### src/rtl/alu_arbiter.sv
// =============================================================================
//  Module      : alu_arbiter
//  Description : Round-robin arbiter sharing one combinational ALU between
//                NREQ requesters. One operation is in flight at a time.
//                Optional statistics (op_count, contention) via ALU_ARB_STAT_EN.
//  Revision    : 1.0 - initial release
// =============================================================================
`default_nettype none

module alu_arbiter #(
    parameter int NREQ  = 2,
    parameter int WIDTH = 32,
    parameter int IW    = 3
) (
    input  logic                  clk,
    input  logic                  rst_n,
    input  logic [NREQ-1:0]       req_valid,
    output logic [NREQ-1:0]       req_ready,
    input  logic [3*NREQ-1:0]     req_ctl,
    input  logic [WIDTH*NREQ-1:0] req_a,
    input  logic [WIDTH*NREQ-1:0] req_b,
    output logic [NREQ-1:0]       rsp_valid,
    input  logic [NREQ-1:0]       rsp_ready,
    output logic [WIDTH-1:0]      rsp_data,
    output logic                  rsp_zero,
    output logic [2:0]            alu_ctl,
    output logic [WIDTH-1:0]      alu_a,
    output logic [WIDTH-1:0]      alu_b,
    input  logic [WIDTH-1:0]      alu_o,
    input  logic                  alu_zero,
    output logic                  busy
`ifdef ALU_ARB_STAT_EN
    ,
    output logic [15:0]           op_count,
    output logic                  contention
`endif
);

    typedef enum logic [1:0] {
        ST_IDLE = 2'd0,
        ST_EXEC = 2'd1,
        ST_RESP = 2'd2
    } state_t;

    state_t            r_state;
    state_t            w_state_nxt;
    logic [IW-1:0]     r_rr_ptr;
    logic [IW-1:0]     r_owner;
    logic [IW-1:0]     w_win;
    logic [IW-1:0]     w_ptr_nxt;
    logic              w_found;
    logic              w_grant;
    logic              w_rsp_hs;
    logic [2:0]        w_sel_ctl;
    logic [WIDTH-1:0]  w_sel_a;
    logic [WIDTH-1:0]  w_sel_b;
    int                w_best;
    int                w_dist;

    // Winner is the valid requester with the smallest circular distance from rr_ptr.
    always_comb begin
        w_found = 1'b0;
        w_win   = '0;
        w_best  = NREQ;
        w_dist  = 0;
        for (int j = 0; j < NREQ; j++) begin
            if (req_valid[j]) begin
                w_dist = (j >= int'(r_rr_ptr)) ? (j - int'(r_rr_ptr))
                                               : (j + NREQ - int'(r_rr_ptr));
                if (w_dist < w_best) begin
                    w_best  = w_dist;
                    w_win   = IW'(j);
                    w_found = 1'b1;
                end
            end
        end
    end

    assign w_grant   = (r_state == ST_IDLE) && w_found;
    assign w_ptr_nxt = (w_win == IW'(NREQ - 1)) ? '0 : (w_win + IW'(1));
    assign w_rsp_hs  = |(rsp_valid & rsp_ready);
    assign busy      = (r_state != ST_IDLE);

    always_comb begin
        req_ready = '0;
        rsp_valid = '0;
        w_sel_ctl = '0;
        w_sel_a   = '0;
        w_sel_b   = '0;
        for (int i = 0; i < NREQ; i++) begin
            req_ready[i] = w_grant && (w_win == IW'(i));
            rsp_valid[i] = (r_state == ST_RESP) && (r_owner == IW'(i));
            if (w_win == IW'(i)) begin
                w_sel_ctl = req_ctl[3*i +: 3];
                w_sel_a   = req_a[WIDTH*i +: WIDTH];
                w_sel_b   = req_b[WIDTH*i +: WIDTH];
            end
        end
    end

    always_ff @(posedge clk or negedge rst_n) begin
        if (!rst_n) begin
            r_state <= ST_IDLE;
        end else begin
            r_state <= w_state_nxt;
        end
    end

    always_comb begin
        w_state_nxt = r_state;
        case (r_state)
            ST_IDLE: if (w_found)  w_state_nxt = ST_EXEC;
            ST_EXEC:               w_state_nxt = ST_RESP;
            ST_RESP: if (w_rsp_hs) w_state_nxt = ST_IDLE;
            default:               w_state_nxt = ST_IDLE;
        endcase
    end

    // ALU operands only change on a grant, so they hold their last value outside EXEC.
    always_ff @(posedge clk or negedge rst_n) begin
        if (!rst_n) begin
            r_rr_ptr <= '0;
            r_owner  <= '0;
            alu_ctl  <= '0;
            alu_a    <= '0;
            alu_b    <= '0;
            rsp_data <= '0;
            rsp_zero <= 1'b0;
        end else begin
            if (w_grant) begin
                alu_ctl  <= w_sel_ctl;
                alu_a    <= w_sel_a;
                alu_b    <= w_sel_b;
                r_owner  <= w_win;
                r_rr_ptr <= w_ptr_nxt;
            end
            if (r_state == ST_EXEC) begin
                rsp_data <= alu_o;
                rsp_zero <= alu_zero;
            end
        end
    end

`ifdef ALU_ARB_STAT_EN
    logic w_multi;

    assign w_multi = |(req_valid & (req_valid - NREQ'(1)));

    always_ff @(posedge clk or negedge rst_n) begin
        if (!rst_n) begin
            op_count   <= '0;
            contention <= 1'b0;
        end else begin
            contention <= w_grant && w_multi;
            if (w_rsp_hs && (op_count != 16'hFFFF)) begin
                op_count <= op_count + 16'd1;
            end
        end
    end
`endif

endmodule

`default_nettype wire

### config.mk
export PLATFORM = sky130hd
export DESIGN_NAME = alu_arbiter
export DESIGN_NICKNAME = d
export VERILOG_FILES = /design/src/rtl/alu_arbiter.sv
export SDC_FILE = /design/constraint.sdc
export NUM_CORES = 1
export LEC_CHECK = 0
export BUFFER_PORTS_ARGS = -buffer_cell sky130_fd_sc_hd__buf_4
export CORE_MARGIN = 4
export CORE_UTILIZATION = 30
export CTS_BUF_LIST = sky130_fd_sc_hd__clkbuf_16
export DETAILED_ROUTE_END_ITERATION = 16
export GPL_ROUTABILITY_DRIVEN = 1
export GPL_TIMING_DRIVEN = 0
export SYNTH_ARGS = -nofsm -noshare
export SYNTH_HDL_FRONTEND = slang
export SYNTH_SLANG_ARGS = --single-unit
export TNS_END_PERCENT = 100
### constraint.sdc
create_clock -name clk -period 1.7 [get_ports clk]
set_input_delay 0.17 -clock clk [delete_from_list [all_inputs] [get_ports clk]]
set_output_delay 0.17 -clock clk [all_outputs]
set_load 0.02 [all_outputs]
Word level (Yosys, flattened, before mapping)
Cells that the tools add are included.
{ "word_totals": {"inputBits": 173, "reg_bits": 108, "output_inout_bits": 105, "word_cells": 55} }
{ "op_classes": {"add_sub_neg": 5, "bitwise_logic": 1, "muxes": 20, "n_lt_le_gt_ge": 4, "n_eq_ne": 6, "reduce_logical": 11} }
{ "ops": {"columns": ["operator", "n"], "rows": [
  ["32-bit 2-to-1 mux", 8],
  ["32-bit by 3-bit < comparator with 1-bit output, second input constant", 1],
  ["32-bit < comparator", 1],
  ["3-bit 2-to-1 mux", 3],
  ["1-bit by 3-bit subtractor with 4-bit output, first input constant", 2],
  ["2-bit by 3-bit subtractor with 4-bit output, first input constant", 2],
  ["3-bit by 1-bit == test with 1-bit output, second input constant", 2],
  ["1-bit by 3-bit greater-or-equal comparator with 1-bit output, first input constant", 2],
  ["3-bit zero test", 2],
  ["1-bit 2-to-1 mux", 6],
  ["2-bit one-hot mux with 3 select lines", 1],
  ["1-bit logical AND", 5],
  ["2-bit 2-to-1 mux", 2],
  ["2-bit != test, second input constant", 2],
  ["3-bit by 1-bit adder with 3-bit output, second input constant", 1],
  ["2-bit AND", 1],
  ["2-bit by 1-bit == test with 1-bit output, second input constant", 1],
  ["2-bit == test, second input constant", 1],
  ["2-bit zero test", 1],
  ["2-bit AND reduction", 1],
  ["2-bit nonzero test", 1],
  ["2-bit OR reduction", 1]
]} }

Logic depth before layout (Yosys ltp)
Gate-level depths: netlist (run 1).
{ "depth": {"depth_word": 11, "ltp_mapped": 6} }

Worst setup path before layout (run 1)
OpenSTA, ideal clock, no wires.
{ "synth_path": {"path_type": "reg-to-reg", "start": "reg r_state[1]", "end": "reg alu_b[0]", "arrival_ns": 1.330, "required_ns": 1.574, "path_slack_ns": 0.245, "setup_ns": 0.126, "stages_incl_launch_ff": 6, "path_buffers": 1, "cell_sequence": "dfrtp_1 nor2_1 inv_2 clkbuf_1 o21a_1 a221o_1"} }
{ "synth_via": {"elab_chain_cells": 2} }
{ "synth_rtl": {"columns": ["item", "line", "text"], "rows": [
  ["from (decl)", "45", "state_t r_state;"],
  ["from (signal assigned)", "105", "r_state <= w_state_nxt;"],
  ["2-bit zero test", "79", "assign w_grant = (r_state == ST_IDLE) && w_found;"],
  ["1-bit logical AND", "79", null],
  ["to (signal assigned)", "133", "alu_b <= w_sel_b;"],
  ["to (decl)", "28", "output logic [WIDTH-1:0] alu_b,"]
]} }
Every way passes these cells.
A chain may end at the register's enable or synchronous reset.

Worst setup path after layout (run 1)
{ "layout_path": {"start": "reg r_rr_ptr[0]", "end": "out req_ready[1]"} }
{ "layout_via": {"elab_chain_cells": 10, "word_cells_on_any_way": 21, "cone_classes": "4 x add/sub; 4 x order compare; 1 x eq/ne; 10 x mux; 2 x reduce/logical"} }
{ "layout_rtl": {"columns": ["item", "line", "text"], "rows": [
  ["from (decl)", "47", "logic [IW-1:0] r_rr_ptr;"],
  ["from (signal assigned)", "135", "r_rr_ptr <= w_ptr_nxt;"],
  ["2-bit by 3-bit subtractor with 4-bit output (tied with other cells)", "69", ": (j + NREQ - int'(r_rr_ptr));"],
  ["32-bit 2-to-1 mux", "68", "w_dist = (j >= int'(r_rr_ptr)) ? (j - int'(r_rr_ptr))"],
  ["32-bit by 3-bit < comparator with 1-bit output", "70", "if (w_dist < w_best) begin"],
  ["32-bit 2-to-1 mux", "70", null],
  ["32-bit 2-to-1 mux", "67", "if (req_valid[j]) begin"],
  ["32-bit < comparator", "70", null],
  ["1-bit 2-to-1 mux", "70", null],
  ["1-bit 2-to-1 mux", "67", null],
  ["3-bit by 1-bit == test with 1-bit output or 1-bit logical AND (tied branches)", "91, 79", null],
  ["1-bit logical AND (*)", "91", "req_ready[i] = w_grant && (w_win == IW'(i));"],
  ["to (decl)", "18", "output logic [NREQ-1:0] req_ready,"]
]} }
Mark *: on every way between the ends. The rest lies on a longest branch, timed or not.

==> results of run 1 <==
stage by stage:
step / cell area [um2] / hold slack [ns] / power (mW) / std cells / utilization
floorplan: 4423 / -0.1256 / 8.753 / 323 / -
global placement: 6733 / 0.4011 / 11.89 / 784 / 0.4650
detailed placement: 6733 / 0.4037 / 12.03 / 784 / 0.4650
CTS: 7101 / 0.03301 / 14.38 / 801 / 0.4904
global route: 7138 / 0.03918 / 15.02 / 802 / 0.4930
finish: 7138 / 0.04984 / 14.18 / 802 / 0.4930
power groups by stage:
stage / Sequential (mW) / Combinational (mW) / Clock, mW
after global routing: 4.58 / 8.08 / 2.35
after detailed placement: 4.46 / 7.58 / 0
after CTS: 4.44 / 7.67 / 2.27
after global placement: 4.42 / 7.47 / 0
after floorplan: 5.80 / 2.95 / 0
final: 4.44 / 7.56 / 2.18
metal layers:
metal  vias to the layer above  wire length [um]  part of all wire  global-route usage
li1                       1843                 -                 -                   -
met1                      1948              5830              0.38              0.2141
met2                       207              7811              0.51              0.3052
met3                        26              1417             0.092             0.04782
met4                         0               385             0.025             0.06724
met5                         -                 0                 0                   0
sequential cells by signal (all words and copies together), names as in the netlist:
register	flops
r_rr_ptr	1
rsp_data	32
r_owner	1
rsp_zero	1
r_state	2
alu_b	32
alu_ctl	3
alu_a	32
cell type report:
class                           instances  area, um2  share of cell area
Sequential cell                       104       2603              0.3646
Buffer                                 32      193.9             0.02717
Multi-Input combinational cell        183       1647              0.2307
Clock buffer                            9      225.2             0.03155
Clock inverter                          6      85.08             0.01192
Inverter                                2      7.507            0.001052
Timing Repair Buffer                  282       2147              0.3008
Tap cell                              184      230.2             0.03225
cell usage in the layout (no fill, tap or decap), drive strengths merged:
cell type / count
o21ai: 2
buf: 299
o21bai: 1
dlygate4sd3: 1
nor2: 5
inv: 2
bufinv: 2
clkinvlp: 2
o21a: 67
clkbuf: 23
a221o: 67
nand2: 1
nand2b: 4
mux2: 34
and3: 2
clkinv: 2
dfrtp: 104
cell families after synthesis:
family | count (synthesis)
AOI/OAI and AO/OA | 137
buffers and inverters | 36
and+or+nand+nor | 12
DFF | 104
muxes | 34
what timing repair did:
item | in CTS | in global routing
hold buffers | 0 | 1
pin swaps | 2 | 3
endpoints found under the hold margin | 0 | 104
endpoints found under the setup margin | 13 | 27
buffers inserted | 2 | 1
gates resized for setup | 13 | 5
cloned | 0 | 0
worst max-delay path by stage:
stage               slack [ns]          from      endpoint
finish                    0.06   r_rr_ptr[0]  req_ready[1]
global placement         -0.06  req_valid[0]    alu_ctl[0]
CTS                     -0.008    r_state[0]  req_ready[0]
detailed placement       -0.11  req_valid[0]    alu_ctl[0]
global route             0.002    r_state[1]     alu_a[19]
floorplan                 0.24    r_state[1]      alu_b[0]
cells in the mapped netlist:
library cell / number
o21a_1: 67
o21bai_1: 1
buf_2: 16
clkbuf_2: 1
inv_2: 1
and3_1: 2
a221o_1: 67
mux2_2: 34
nand2b_1: 4
inv_1: 1
buf_6: 4
nand2_1: 1
dfrtp_1: 104
nor2_1: 5
clkbuf_1: 13
o21ai_0: 2
==> metrics.md, run 1 <==
| Metric | Value |
|---|---|
| Vias in the first global route | between 4,000 and 5,000 |
| Sw Ratio | 0.3847 |
| Worst-path clk slew | around 0.07 ns |
| Worst min path class | primary input to flop |
| Flop2flop setup slack | ~0.07 ns |
| Complex-gate fraction of the synthesized area | 0.2693 |
| Cell taking the most area after synthesis | dfrtp_1 |
| Syn_nets | 496 |
| Leak | 3.472 nW |
| Outcome | complete, no violations |
| Diodes inserted | 0 |
| Clock Skew | 0.006394 ns |
| Slew HR | 0.6012 |
| CP Capture Type | output pin |
| Buf+Inv Stages, Crit Path | 3 |
| Crit. path cell count | 5 |
| Hold Fails Final Rpt | 0 |
| Post-Synth Adder-Cell Area | 0 |
| RR Endpoint | alu_a[29] |
| Post-DP HPWL | 11,960 um |
| Setup tns final | 0 ns |
| Syn Area/Cell | 13.69 um2 |
| Minimum clock period | 1.641 ns |
| Number of H-tree levels | 3 |
| Clock Tree Buf Depth | 2 |
| GRT Total Usage | 0.1778 |
| Post-DRT Antenna Nets | 0 |
| Crit path arrival time | roughly 1.5 ns |
| Tcrit/Tclk final | 0.9651 |
| Hold path depth | 2 |
| Worst-Skew Late Latency | approximately 0.34 ns |
| I/O pins | ~280 |
| Reg2Reg Depth | 7 |
| Max-slew violation count | 0 |
| Logic pwr share | 0.533 |
| Initial DRC Count | 212 |
| Drt drc | 0 |
| Final net count | between 700 and 800 |
| FF+latch count, synth | 104 |
| Worst EP required | 1.53 ns |
| Crit-path max FO | 10 |
| Least-Margin Pin Slew | 0.5982 ns |
| CTS tree | done |
| Warnings from Yosys | 0 |
| Distinct cells, synth | 16 |
| Routed WL | 15,440 um |
| CTS buffer count | 9 |
| First-pass GRT wire length | 22,840 um |
| Seq/Total Area, Yosys | 0.5884 |
| Dpl ws | -0.1059 ns |
| Post-synthesis simple-gate area fraction | 0.01358 |
| WHS Endpoint | alu_a[28] |
| Via/cell ratio | 5.017 |
| Slowest CP cell | dfrtp_1 |
| Clock Tree Root | clkbuf_16 |
| Vias after detailed routing | 4,024 |
| Worst R2R Start | r_rr_ptr[0] |
| Initial antenna violation count | 0 |
| Routed len/inst | 19.26 um |
| Chip height | around 130 um |
| Worst Hold Launch | req_a[60] |
| Largest net degree at the start of global routing | ~110 |
| Power per cell area | 1987 nW/um2 |
| Final Setup Violations | 0 |
| Post-synthesis xor/xnor area fraction | 0 |
| Net switching power | between 5 and 6 mW |
| Die area | around 17,000 um2 |
| Synth top area share | 0.5884 |
| Initial core utilization | 0.3055 |
| Reg power frac | 0.313 |
| Die Width | 129.4 um |
| Crit-path cells | nand2b_1 -> and3_1 -> buf_6 -> buf_8 -> buf_4 |
| Area contributors post-synth | dfrtp_1 (59%), a221o_1 (15%), o21a_1 (11%), mux2_2 (8.7%), buf_2 (1.8%) |
| RSZ-0062 raised after global routing | false |
| Fillers | 1,338 |
| Max stage delay on crit path | 0.39 ns |
| DRT Pass-1 Iters | 4 |
| Max-cap violation count | 0 |
| Main combinational cell family by area after synthesis | compound AO/OA/AOI/OAI gates |
| VDD IR max | 759.7 uV |
| Post-Synthesis Cell Area | 4423 um2 |
| Int Pwr | about 8.7 mW |
| Startpoint types | flop |
| Critical setup path kind | flop to output pin |
| Clock group share of total power | 0.154 |
| Grt total ovfl | 0 |
| Share of layout cells above drive strength 1 | 0.5728 |
| Mux share of post-synthesis cell area | 0.08656 |
| Core ar. | approximately 14,000 um2 |
| Mapped Cells | 323 |
| Synth-to-Final Area Change | 61.39% |
| CTS Sinks | around 100 |
| Row count | 44 |
| CP top delay family | buffers and inverters |
| IO Port Bufs | 277 |
| Final setup margin | ~0.06 ns |
| GPL Wtd Cong | 0.8199 |
| Max Fclk | 609.5 MHz |
Power figures use the tool's default switching activity.
==> run 2, diff against run 1 <==
==> constraint.sdc (replaced) <==
create_clock -name clk -period 1.7 [get_ports clk]
set_input_delay 0.085 -clock clk [delete_from_list [all_inputs] [get_ports clk]]
set_output_delay 0.085 -clock clk [all_outputs]
set_load 0.02 [all_outputs]
==> metrics.md, run 2 <==
| Metric | Value |
|---|---|
| Outcome | aborted with a tool error |
| Failed at | clock tree synthesis (4_1_cts) |
| Run Error | [ERROR RSZ-0060] Max buffer count reached. |
| Chip height | 129.4 um |
| Dpl ws | -0.02324 ns |
| Number of H-tree levels | 3 |
| Area contributors post-synth | dfrtp_1 (59%), a221o_1 (15%), o21a_1 (11%), mux2_2 (8.7%), buf_2 (1.8%) |
| Distinct cells, synth | 16 |
| Most frequent cell after synthesis | dfrtp_1 |
| Warnings from Yosys | 0 |
| Seq/Total Area, Yosys | 0.5884 |
| Syn_nets | roughly 500 |
| Post-CTS Resized | 7 |
| Clock Tree Buf Depth | 2 |
| Row count | 44 |
| IO Port Bufs | around 280 |
| Post-DP HPWL | 11,960 um |
| Initial core utilization | 0.3055 |
| Mapped Cells | 323 |
| Cell taking the most area after synthesis | dfrtp_1 |
| Post-synth top cells | dfrtp_1 (104), a221o_1 (67), o21a_1 (67) |
| Post-synth EDFFs | 0 |
| Die Width | 129.4 um |
| Synth async-reset ratio | 1.000 |
| Clock Tree Root | clkbuf_16 |
| CTS Sinks | 104 |
| Syn Area/Cell | ~14 um2 |
| FF+latch count, synth | 104 |
| Setup bufs post-CTS | 0 |
| Post-Synthesis Cell Area | 4423 um2 |
| GPL Wtd Cong | just over 0.8 |
| Synth top area share | 0.5884 |
| Post-CTS Hold Buffers | roughly 160 |
| Dominant synthesized flop cell | dfrtp_1 |
| CTS buffer count | 9 |
| I/O pins | 278 |
-- run 2: cells by family after synthesis --
group / Yosys count / synth area share
AO/OA/AOI/OAI: 137 / 0.2693
buffers and inverters: 36 / 0.04215
flip-flops: 104 / 0.5884
multiplexers: 34 / 0.08656
AND/OR/NAND/NOR: 12 / 0.01358
-- run 2: stage by stage --
step	instance area, um2	setup TNS, ns	util	instances	hold WS (ns)
after floorplan	4423	0	-	323	-0.2106
after global placement	6733	0	0.4650	784	0.3161
after detailed placement	6733	-0.1639	0.4650	784	0.3187
==> run 3, diff against run 2 <==
Settings changed: CORE_UTILIZATION 30 to 20, CTS_BUF_LIST sky130_fd_sc_hd__clkbuf_16 to default, PLACE_DENSITY_LB_ADDON from default to 0.15.
==> metrics.md, run 3 (synthesis results as in run 1) <==
| Metric | Value |
|---|---|
| Outcome | complete, no violations |
| Cell Count, Final, Fillers Out | around 1,100 |
| First-pass GRT wire length | 27,590 um |
| DRT Pass-1 Iters | 4 |
| Core ar. | 21,760 um2 |
| Final net count | 954 |
| Max-cap violation count | 0 |
| Power per cell area | roughly 1600 nW/um2 |
| IO Port Bufs | roughly 280 |
| Initial DRC Count | 250 |
| Worst min path class | primary input to flop |
| Clock group share of total power | 0.153 |
| Clock Skew | a little over 0.008 ns |
| Routed WL | 18,350 um |
| Post-DRT Antenna Nets | 0 |
| Logic pwr share | 0.546 |
| Routed len/inst | around 17 um |
| Largest net degree at the start of global routing | 105 |
| Diodes inserted | 0 |
| Slew HR | 0.4484 |
| CP Capture Type | flop |
| Synth-to-Final Area Change | 102.2% |
| Biggest registers after layout | alu_a: 32 flops, alu_b: 32 flops, rsp_data: 32 flops |
| Grt total ovfl | 0 |
| Worst-Skew Late Latency | 0.35 ns |
| Critical setup path kind | flop to flop |
| Net switching power | between 5 and 6 mW |
| Max Fclk | 618.5 MHz |
| Commonest non-fill, non-tap cell in the layout | buf_4 |
| Share of layout cells above drive strength 1 | 0.4517 |
| Worst-path clk slew | roughly 0.08 ns |
| Drt drc | 0 |
| Int Pwr | 8.895 mW |
| Setup tns final | 0 ns |
| Worst EP required | 1.94 ns |
| Post-DP HPWL | 12,770 um |
| Dpl ws | -0.3034 ns |
| Initial core utilization | 0.2033 |
| Most frequent cells in the layout | buf_4 (278), dlygate4sd3_1 (168), dfrtp_1 (104) |
| RSZ-0062 raised after global routing | true |
| Crit path arrival time | around 1.9 ns |
| Clock Tree Root | clkbuf_16 |
| Hold Fails Final Rpt | 0 |
| Minimum clock period | 1.617 ns |
| VDD IR max | around 700 uV |
| Row count | between 50 and 60 |
| Number of H-tree levels | 3 |
| Hold path depth | 3 |
| Chip height | 156.7 um |
| Crit-path max FO | 10 |
| Reg2Reg Depth | 4 |
| Final Core Density | 0.4110 |
| I/O pins | 278 |
| Dpl cells | 880 |
| Die area | between 20,000 and 25,000 um2 |
| GRT Total Usage | 0.1444 |
| Leak | 4.181 nW |
| Final Setup Violations | 0 |
| Sw Ratio | 0.3930 |
| GPL Wtd Cong | roughly 0.8 |
| CTS Sinks | 104 |
| CTS tree | done |
| Startpoint types | flop |
| CTS buffer count | 9 |
| Fillers | between 2,000 and 2,500 |
| Die Width | 156.7 um |
| Final setup margin | ~0.083 ns |
| Initial antenna violation count | 0 |
| Max-slew violation count | 0 |
| Least-Margin Pin Slew | 0.8244 ns |
| PnR Total Power | 14.65 mW |
| Vias in the first global route | 5,202 |
| Reg power frac | 0.301 |
| Clock Tree Buf Depth | 2 |
| Via/cell ratio | 4.330 |
| Tcrit/Tclk final | 0.9511 |
| Vias after detailed routing | around 4,600 |
-- run 3: timing repair --
item / CTS / global route
pin swaps: 0 / 1
cloned: 0 / 0
buffers inserted: 0 / 2
hold buffers: 167 / 1
endpoints found under the setup margin: 14 / 17
hold endpoints to repair: 100 / 44
gates resized for setup: 12 / 8
-- run 3: through the flow --
| stage | hold WS [ns] | instance area, um2 |
|---|---|---|
| global placement | 0.3155 | 6853 |
| floorplan | -0.2106 | 4423 |
| finish | 0.03095 | 8942 |
| detailed placement | 0.3187 | 6853 |
| CTS | 0.01099 | 8884 |
| global route | 0.01777 | 8942 |
-- run 3: power by group through the flow --
stage / Combinational [mW] / Clock (mW) / Sequential, mW
floorplan: 2.95 / 0 / 5.80
global placement: 7.61 / 0 / 4.41
detailed placement: 7.69 / 0 / 4.43
CTS: 8.08 / 2.35 / 4.40
global route: 8.58 / 2.45 / 4.56
finish: 7.99 / 2.25 / 4.41
-- run 3: final timing paths --
kind / slack (ns) / to / startpoint
worst min register to register: 0.51 / rsp_data[20] / rsp_data[20]
worst max register to register: 0.08 / rsp_data[17] / r_state[1]
max in group asynchronous: 0.80 / alu_b[0] / rst_n
min in group asynchronous: 0.22 / rsp_data[6] / rst_n
worst min-delay path: 0.03 / r_state[1] / rsp_ready[1]
worst max-delay path: 0.08 / rsp_data[17] / r_state[1]
-- run 3: layer usage --
metal  vias to the layer above  part of all wire  track usage
li1                       2180                 -            -
met1                      2221              0.39       0.1614
met2                       188              0.51       0.2643
met3                        27             0.079      0.04259
met4                         0             0.020      0.04298
met5                         -                 0            0
-- run 3: area by class of cell --
type,instances,area (um2),share of cell area
inverters,2,7.507,0.0008395
clock buffers,9,225.2,0.02519
clock inverters,7,95.09,0.01063
repair buffers,448,3807,0.4258
flip-flops and latches,104,2603,0.2910
multi-input cells,183,1647,0.1841
well taps,280,350.3,0.03918
plain buffers,33,207.7,0.02323
-- run 3: worst max-delay path, cell delays in order (launching register included) --
cell and delay [ns]:
dfrtp_1 0.41, nand2b_1 0.12, clkbuf_1 0.30, buf_2 0.32
mux2_2 0.36
==> run 4, diff against run 3 <==
Settings changed: CORE_UTILIZATION 20 to 39.
Clock period 1.7 ns to 1.45 ns, I/O delays scaled along.
==> metrics.md, run 4 <==
| Metric | Value |
|---|---|
| Area contributors post-synth | dfrtp_1 (59%), a221o_1 (15%), o21a_1 (11%), mux2_2 (8.7%), buf_2 (1.8%) |
| IO Port Bufs | ~280 |
| FF+latch count, synth | 104 |
| Chip height | 114.5 um |
| Post-DP HPWL | between 10,000 and 15,000 um |
| Post-synth EDFFs | 0 |
| Placed cell areas | 6679 um2 |
| Dpl ws | -0.2077 ns |
| Warnings from Yosys | 0 |
| Post-Synthesis Cell Area | ~4400 um2 |
| Run Error | [ERROR RSZ-0060] Max buffer count reached. |
| Most frequent cell after synthesis | dfrtp_1 |
| Post-CTS Resized | 44 |
| Post-CTS Hold Buffers | 153 |
| Syn Area/Cell | around 14 um2 |
| CTS buffer count | 9 |
| Outcome | aborted with a tool error |
| Failed at | clock tree synthesis (4_1_cts) |
| Clock Tree Buf Depth | 2 |
| Setup bufs post-CTS | 8 |
| Syn_nets | 496 |
| I/O pins | between 200 and 300 |
| CTS Sinks | about 100 |
| Mapped Cells | 323 |
| Post-synth top cells | dfrtp_1 (104), a221o_1 (67), o21a_1 (67) |
| Clock Tree Root | clkbuf_16 |
| Distinct cells, synth | 16 |
| Die Width | around 110 um |
| Synth top area share | 0.5884 |
| Row count | 38 |
| Dominant synthesized flop cell | dfrtp_1 |
| Number of H-tree levels | 3 |
| Cell taking the most area after synthesis | dfrtp_1 |
| Initial core utilization | 0.4027 |
| GPL Wtd Cong | around 0.8 |
| Synth async-reset ratio | 1.000 |
| Seq/Total Area, Yosys | 0.5884 |
-- run 4: cells by family after synthesis --
group / count (synthesis) / share of synthesized area
DFF: 104 / 0.5884
and+or+nand+nor: 12 / 0.01358
muxes: 34 / 0.08656
buffers and inverters: 36 / 0.04215
AOI/OAI and AO/OA: 137 / 0.2693
-- run 4: stage by stage --
stage	TNS (ns)	hold WS (ns)	instances
floorplan	0	-0.2231	323
global placement	-9.477	0.3013	740
detailed placement	-11.88	0.3055	740
